==> src/rtl/csi_rx_capture_ctrl_if.sv <==
// Payload stream from the CSI-2 packet handler and the gated word stream
// towards the frame writer.
interface csi_rx_capture_ctrl_if;
    logic [31:0] payload_data;
    logic        payload_enable;
    logic        payload_frame;
    logic        in_frame;

    logic [31:0] wr_data;
    logic        wr_en;
    logic        wr_sof;
    logic        wr_sol;

    // Packet-handler / writer side.
    modport master (
        output payload_data, payload_enable, payload_frame, in_frame,
        input  wr_data, wr_en, wr_sof, wr_sol
    );

    // Capture controller side.
    modport slave (
        input  payload_data, payload_enable, payload_frame, in_frame,
        output wr_data, wr_en, wr_sof, wr_sol
    );
endinterface

==> src/rtl/csi_rx_capture_ctrl.sv <==
// Frame-capture sequencer: arms on host request, waits for a clean frame start,
// gates payload words to the frame writer and checks line length / line count.
module csi_rx_capture_ctrl #(
    parameter int unsigned TIMEOUT_CYCLES = 65535,
    parameter int unsigned CNT_W          = 16
) (
    input  logic                 clock,
    input  logic                 areset_n,
    input  logic                 arm,
    input  logic                 continuous,
    input  logic                 abort,
    input  logic [CNT_W-1:0]     exp_words,
    input  logic [CNT_W-1:0]     exp_lines,
    csi_rx_capture_ctrl_if.slave bus,
    output logic                 busy,
    output logic                 done,
    output logic                 err_len,
    output logic                 err_lines,
    output logic                 err_timeout,
    output logic [CNT_W-1:0]     line_count,
    output logic [CNT_W-1:0]     frame_count
);

    typedef enum logic [1:0] {
        IDLE    = 2'd0,
        WAIT_FS = 2'd1,
        CAPTURE = 2'd2,
        DONE    = 2'd3
    } state_e;

    localparam logic [15:0]      TMO_LAST = 16'(TIMEOUT_CYCLES - 1);
    localparam logic [CNT_W-1:0] CNT_MAX  = '1;
    localparam logic [CNT_W-1:0] CNT_ONE  = CNT_W'(1);

    function automatic logic [CNT_W-1:0] sat_inc(input logic [CNT_W-1:0] v);
        return (v == CNT_MAX) ? v : v + CNT_ONE;
    endfunction

    state_e            state_q, state_d;
    logic              cont_q, cont_d;
    logic              in_frame_q;
    logic              payload_frame_q;
    logic              pending_sof_q, pending_sof_d;
    logic              pending_sol_q, pending_sol_d;
    logic [CNT_W-1:0]  word_cnt_q, word_cnt_d;
    logic [15:0]       tmo_cnt_q, tmo_cnt_d;
    logic [CNT_W-1:0]  line_count_q, line_count_d;
    logic [CNT_W-1:0]  frame_count_q, frame_count_d;
    logic              err_len_q, err_len_d;
    logic              err_lines_q, err_lines_d;
    logic              err_timeout_q, err_timeout_d;
    logic [31:0]       wr_data_q, wr_data_d;
    logic              wr_en_q, wr_en_d;
    logic              wr_sof_q, wr_sof_d;
    logic              wr_sol_q, wr_sol_d;
    logic              done_q, done_d;
    logic              busy_q, busy_d;

    logic              frame_start;
    logic              frame_end;
    logic              line_start;
    logic              line_end;
    logic [CNT_W-1:0]  word_eff;

    assign frame_start = bus.in_frame & ~in_frame_q;
    assign frame_end   = ~bus.in_frame & in_frame_q;
    assign line_start  = bus.payload_frame & ~payload_frame_q;
    assign line_end    = ~bus.payload_frame & payload_frame_q;

    always_comb begin
        // NOTE: every _d gets a hold/default value first so no path through the
        // case statement can leave a signal unassigned and infer a latch.
        state_d       = state_q;
        cont_d        = cont_q;
        pending_sof_d = pending_sof_q;
        pending_sol_d = pending_sol_q;
        word_cnt_d    = word_cnt_q;
        tmo_cnt_d     = tmo_cnt_q;
        line_count_d  = line_count_q;
        frame_count_d = frame_count_q;
        err_len_d     = err_len_q;
        err_lines_d   = err_lines_q;
        err_timeout_d = err_timeout_q;
        wr_data_d     = wr_data_q;
        wr_en_d       = 1'b0;
        wr_sof_d      = 1'b0;
        wr_sol_d      = 1'b0;
        done_d        = 1'b0;
        word_eff      = word_cnt_q;

        // Abort outranks everything; counters and error flags simply hold.
        if (abort) begin
            state_d = IDLE;
        end else begin
            unique case (state_q)
                IDLE: begin
                    if (arm) begin
                        cont_d        = continuous;
                        err_len_d     = 1'b0;
                        err_lines_d   = 1'b0;
                        err_timeout_d = 1'b0;
                        frame_count_d = '0;
                        line_count_d  = '0;
                        state_d       = WAIT_FS;
                    end
                end

                WAIT_FS: begin
                    if (frame_start) begin
                        pending_sof_d = 1'b1;
                        pending_sol_d = 1'b0;
                        word_cnt_d    = '0;
                        line_count_d  = '0;
                        tmo_cnt_d     = '0;
                        state_d       = CAPTURE;
                    end
                end

                CAPTURE: begin
                    // A word in the line-end cycle still belongs to the ending line.
                    word_eff = bus.payload_enable ? sat_inc(word_cnt_q) : word_cnt_q;

                    if (line_start) begin
                        word_cnt_d = bus.payload_enable ? CNT_ONE : '0;
                    end else begin
                        word_cnt_d = word_eff;
                    end

                    if (bus.payload_enable) begin
                        wr_en_d   = 1'b1;
                        wr_data_d = bus.payload_data;
                        wr_sof_d  = pending_sof_q;
                        wr_sol_d  = pending_sol_q | line_start;
                        tmo_cnt_d = '0;
                    end else begin
                        tmo_cnt_d = tmo_cnt_q + 16'd1;
                    end
                    pending_sof_d = pending_sof_q & ~bus.payload_enable;
                    pending_sol_d = (pending_sol_q | line_start) & ~bus.payload_enable;

                    if (line_end) begin
                        line_count_d = sat_inc(line_count_q);
                        if (exp_words != '0 && word_eff != exp_words) begin
                            err_len_d = 1'b1;
                        end
                    end

                    if (!bus.payload_enable && tmo_cnt_q == TMO_LAST) begin
                        err_timeout_d = 1'b1;
                        state_d       = DONE;
                    end else if (frame_end) begin
                        state_d = DONE;
                    end
                end

                DONE: begin
                    done_d        = 1'b1;
                    frame_count_d = sat_inc(frame_count_q);
                    if (exp_lines != '0 && line_count_q != exp_lines) begin
                        err_lines_d = 1'b1;
                    end
                    state_d = cont_q ? WAIT_FS : IDLE;
                end

                default: state_d = IDLE;
            endcase
        end

        busy_d = (state_d != IDLE);
    end

    // NOTE: sequential state uses non-blocking assignments only, so every flop
    // samples the pre-edge value of its inputs regardless of statement order.
    always_ff @(posedge clock or negedge areset_n) begin
        if (!areset_n) begin
            state_q         <= IDLE;
            cont_q          <= 1'b0;
            in_frame_q      <= 1'b0;
            payload_frame_q <= 1'b0;
            pending_sof_q   <= 1'b0;
            pending_sol_q   <= 1'b0;
            word_cnt_q      <= '0;
            tmo_cnt_q       <= '0;
            line_count_q    <= '0;
            frame_count_q   <= '0;
            err_len_q       <= 1'b0;
            err_lines_q     <= 1'b0;
            err_timeout_q   <= 1'b0;
            wr_data_q       <= '0;
            wr_en_q         <= 1'b0;
            wr_sof_q        <= 1'b0;
            wr_sol_q        <= 1'b0;
            done_q          <= 1'b0;
            busy_q          <= 1'b0;
        end else begin
            state_q         <= state_d;
            cont_q          <= cont_d;
            in_frame_q      <= bus.in_frame;
            payload_frame_q <= bus.payload_frame;
            pending_sof_q   <= pending_sof_d;
            pending_sol_q   <= pending_sol_d;
            word_cnt_q      <= word_cnt_d;
            tmo_cnt_q       <= tmo_cnt_d;
            line_count_q    <= line_count_d;
            frame_count_q   <= frame_count_d;
            err_len_q       <= err_len_d;
            err_lines_q     <= err_lines_d;
            err_timeout_q   <= err_timeout_d;
            wr_data_q       <= wr_data_d;
            wr_en_q         <= wr_en_d;
            wr_sof_q        <= wr_sof_d;
            wr_sol_q        <= wr_sol_d;
            done_q          <= done_d;
            busy_q          <= busy_d;
        end
    end

    assign bus.wr_data  = wr_data_q;
    assign bus.wr_en    = wr_en_q;
    assign bus.wr_sof   = wr_sof_q;
    assign bus.wr_sol   = wr_sol_q;
    assign busy         = busy_q;
    assign done         = done_q;
    assign err_len      = err_len_q;
    assign err_lines    = err_lines_q;
    assign err_timeout  = err_timeout_q;
    assign line_count   = line_count_q;
    assign frame_count  = frame_count_q;

endmodule
==> src/flat_wrapper.sv <==
// flat-port wrapper written by rule: the top's interface ports become plain ports
module csi_rx_capture_ctrl_flat 
#(
    parameter int unsigned TIMEOUT_CYCLES = 65535,
    parameter int unsigned CNT_W          = 16
)
  (clock, areset_n, arm, continuous, abort, exp_words, exp_lines, busy, done, err_len, err_lines, err_timeout, line_count, frame_count, bus_payload_data, bus_payload_enable, bus_payload_frame, bus_in_frame, bus_wr_data, bus_wr_en, bus_wr_sof, bus_wr_sol);
  csi_rx_capture_ctrl_if bus_i ();
  input  logic clock;
  input  logic areset_n;
  input  logic arm;
  input  logic continuous;
  input  logic abort;
  input  logic [CNT_W-1:0] exp_words;
  input  logic [CNT_W-1:0] exp_lines;
  output logic busy;
  output logic done;
  output logic err_len;
  output logic err_lines;
  output logic err_timeout;
  output logic [CNT_W-1:0] line_count;
  output logic [CNT_W-1:0] frame_count;
  input wire logic [$bits(bus_i.payload_data)-1:0] bus_payload_data;
  input wire logic [$bits(bus_i.payload_enable)-1:0] bus_payload_enable;
  input wire logic [$bits(bus_i.payload_frame)-1:0] bus_payload_frame;
  input wire logic [$bits(bus_i.in_frame)-1:0] bus_in_frame;
  output wire logic [$bits(bus_i.wr_data)-1:0] bus_wr_data;
  output wire logic [$bits(bus_i.wr_en)-1:0] bus_wr_en;
  output wire logic [$bits(bus_i.wr_sof)-1:0] bus_wr_sof;
  output wire logic [$bits(bus_i.wr_sol)-1:0] bus_wr_sol;
  assign bus_i.payload_data = bus_payload_data;
  assign bus_i.payload_enable = bus_payload_enable;
  assign bus_i.payload_frame = bus_payload_frame;
  assign bus_i.in_frame = bus_in_frame;
  assign bus_wr_data = bus_i.wr_data;
  assign bus_wr_en = bus_i.wr_en;
  assign bus_wr_sof = bus_i.wr_sof;
  assign bus_wr_sol = bus_i.wr_sol;
  csi_rx_capture_ctrl #(.TIMEOUT_CYCLES(TIMEOUT_CYCLES), .CNT_W(CNT_W)) u_core (.clock(clock), .areset_n(areset_n), .arm(arm), .continuous(continuous), .abort(abort), .exp_words(exp_words), .exp_lines(exp_lines), .bus(bus_i), .busy(busy), .done(done), .err_len(err_len), .err_lines(err_lines), .err_timeout(err_timeout), .line_count(line_count), .frame_count(frame_count));
endmodule
==> config.mk <==
export PLATFORM = sky130hd
export DESIGN_NAME = csi_rx_capture_ctrl_flat
export DESIGN_NICKNAME = d
export VERILOG_FILES = /design/src/rtl/csi_rx_capture_ctrl_if.sv /design/src/rtl/csi_rx_capture_ctrl.sv /design/src/flat_wrapper.sv
export SDC_FILE = /design/constraint.sdc
export NUM_CORES = 1
export LEC_CHECK = 0
export ABC_AREA = 0
export BUFFER_PORTS_ARGS = -buffer_cell sky130_fd_sc_hd__buf_2
export CAP_MARGIN = 20
export CORE_UTILIZATION = 54
export CTS_CLUSTER_SIZE = 25
export DETAILED_ROUTE_END_ITERATION = 10
export PLACE_DENSITY = 0.92
export SLEW_MARGIN = 20
export SYNTH_ARGS = -nofsm -noshare
export SYNTH_HDL_FRONTEND = slang
export SYNTH_SLANG_ARGS = --single-unit
==> constraint.sdc <==
create_clock -name clock -period 3.7 [get_ports clock]
set_input_delay 0.37 -clock clock [delete_from_list [all_inputs] [get_ports clock]]
set_output_delay 0.37 -clock clock [all_outputs]
set_load 0.005 [all_outputs]
==> flow_summary.toml <==
[critical_path]
startpoint_type = "flip-flop"
rr_worst_depth = 8
crit_type = "reg2reg"
rrSetupSlack_ns = 0.72
reg2reg_from = "u_core.word_cnt_q[0]"
path_max_fanout = 7
cp-end-kind = "flip-flop"
arrival_ns = 3.25
worstPathRequired_ns = 3.97
timing.rr.end = "u_core.err_len"

[cts]
cts_sinks = 111
numCtsBuffers = 9
clk_latency_ns = 0.39
cts_tree = "yes"
postCtsSetupRepairBufs = 0
clk_path_buf_depth = 2
cts-hold-fix-buffers = 0
root_buffer = "clkbuf_8"
cts_resized = 0
path_clk_slew_ns = 0.11
h-tree-depth = 3

[floorplanning]
dieArea_um2 = 11300
rows = 37
start_util_pct = 56.4
core_um2 = 10500
fp.dieW_um = 107
io_pins = 144
die-height_um = 107

[synth]
synthCells = 604
synth_area_leaders = "dfrtp_1 47%, mux2_2 6.3%, xor2_1 6.1%"
avgSynthCellArea_um2 = 9.77
syn_nets = 681
synth_top_area_share_pct = 47.1
async_flop_share_pct = 100
yosys_warnings = 0
synth.most_common_cell = "dfrtp_1"
syn_area_um2 = 5900
synth.distinct_cells = 56
ys_seq_area_share_pct = 47.1
synthFlopType = "dfrtp_1"
ys_ff_latch = 111
yosys-top-cells-count = "111 x dfrtp_1, 55 x nand2_1, 52 x nor2_1"
synth_edf_count = 0
synth_top_area_cell = "dfrtp_1"

[sta]
tns_ns = 0
relSlewSlack_pct = 51.7
setup_slack_ns = 0.716
fin_crit_sh_pct = 80.7
fmax_ghz = 0.335
fin_skew_ns = 0.0136
finalSetupViolations = 0
finalHoldViolCount = 0
rsz0062_at_grt = "no"
min_period_ns = 2.98
drv_slew = 0
worstMarginPinSlew_ns = 0.724

[global_routing]
grt_usage_pct = 27.3
grt_max_degree = 58
grt_antenna_before_repair = 0
grt_pass1_vias = 5191
overflow = 0
grt_pass1_wl_um = 24200

[place]
post-place-cells = 864
place_ws_ns = 0.775
port-buffer-count = 143
dpl.hpwl_um = 11100
finalWeightedCongestion = 0.951

[final_layout]
nets = 816
area_delta_synth_final_pct = 17.9
nFillCells = 824
stdcell_count = 880
drive_gt1_share_pct = 28.8
final_util_pct = 66.5
diodes = 0

[drt]
drc = 0
vias_per_cell = 6.11
dr.pass1.iters = 5
antenna_left = 0
drt-total-wl_um = 15300
vias = 5374
wl_per_cell_um = 17.4
drtIter0Drc = 321

[run]
cap_violations = 0

[power]
p_leak_uw = 0.00335
power_density_nw_per_um2 = 370
power_uw = 2570
ir_drop_v = 0.000255

[run_status]
status = "complete, no violations"

[hold_path]
hold_path_class = "in2async"
[layout by cell type, fill, tap and decap left out, drive strengths merged, types with 21 or more instances in the layout]
cell and count:
nand2 55, xnor2 21, buf 149, nand3 29, nand4 25, xor2 41
dfrtp 111, mux2 33, nor2 52, o21ai 52, a21oi 21
[worst max-delay path, cell delays in order, from the launching register on]
cell	delay, ns
dfrtp_1	0.48
ha_1	0.31
nand4_1	0.26
nor4_4	0.09
or4_2	0.66
xnor2_1	0.17
a2111oi_2	0.32
nand4_1	0.14
o41a_1	0.43
[flip-flops by register name, summed over array words and instances, names as in the netlist]
| name | flops |
|---|---|
| u_core.bus.wr_sol | 1 |
| u_core.bus.wr_sof | 1 |
| u_core.err_len | 1 |
| u_core.tmo_cnt_q | 16 |
| u_core.err_timeout | 1 |
| u_core.pending_sol_q | 1 |
| u_core.done | 1 |
| u_core.cont_q | 1 |
| u_core.busy | 1 |
| u_core.bus.wr_en | 1 |
| u_core.payload_frame_q | 1 |
| u_core.pending_sof_q | 1 |
| u_core.word_cnt_q | 16 |
| u_core.bus.wr_data | 32 |
| u_core.in_frame_q | 1 |
| u_core.frame_count | 16 |
| u_core.state_q | 2 |
| u_core.err_lines | 1 |
| u_core.line_count | 16 |
[power by group]
group / internal (µW) / total (µW) / switching, µW
combinational: 194 / 388 / 194
sequential: 1310 / 1380 / 68.4
clock: 348 / 801 / 453
total: 1860 / 2570 / 716
[worst max path at each step]
| stage | start | endpoint | slack [ns] | cells past startpoint |
|---|---|---|---|---|
| floorplan | u_core.word_cnt_q[0] | u_core.err_len | 0.93 | 8 |
| global placement | u_core.word_cnt_q[0] | u_core.err_len | 0.82 | 8 |
| detailed placement | u_core.word_cnt_q[0] | u_core.err_len | 0.78 | 8 |
| CTS | u_core.word_cnt_q[0] | u_core.err_len | 0.74 | 8 |
| global route | u_core.word_cnt_q[0] | u_core.err_len | 0.60 | 8 |
| finish | u_core.word_cnt_q[0] | u_core.err_len | 0.72 | 8 |
[logic make-up after synthesis]
family | Yosys count | synth area share (%)
buf+inv | 36 | 2.46
simple gates | 239 | 21.3
fa+ha+maj | 5 | 1.06
flops | 111 | 47.1
xor+xnor | 62 | 9.21
mux | 37 | 6.98
compound gates | 114 | 11.9
[stage by stage]
stage	hold slack, ns	cell area [µm²]
CTS	0.0483	6950
global placement	0.460	6730
finish	0.0334	6950
floorplan	0.0744	5900
detailed placement	0.472	6730
global route	0.0780	6950
[final cells by class]
class                   count  area (µm²)  area share (%)
clock buffers              10         138            1.98
clock inverters             6        83.8            1.21
inverters                  11        41.3           0.594
multi-input cells         457        2980            42.9
flip-flops and latches    111        2780            39.9
well taps                 136         170            2.45
repair buffers            149         763            11.0
[layer usage]
metal	track usage [%]	vias to the layer above	routed length [µm]	share of wire (%)
met5	0	-	0	0
met4	13.1	0	410	2.7
met3	3.37	36	1030	6.8
met2	46.9	282	7710	50
met1	34.2	2617	6130	40
li1	-	2439	-	-
Power figures use the tool's default switching activity.
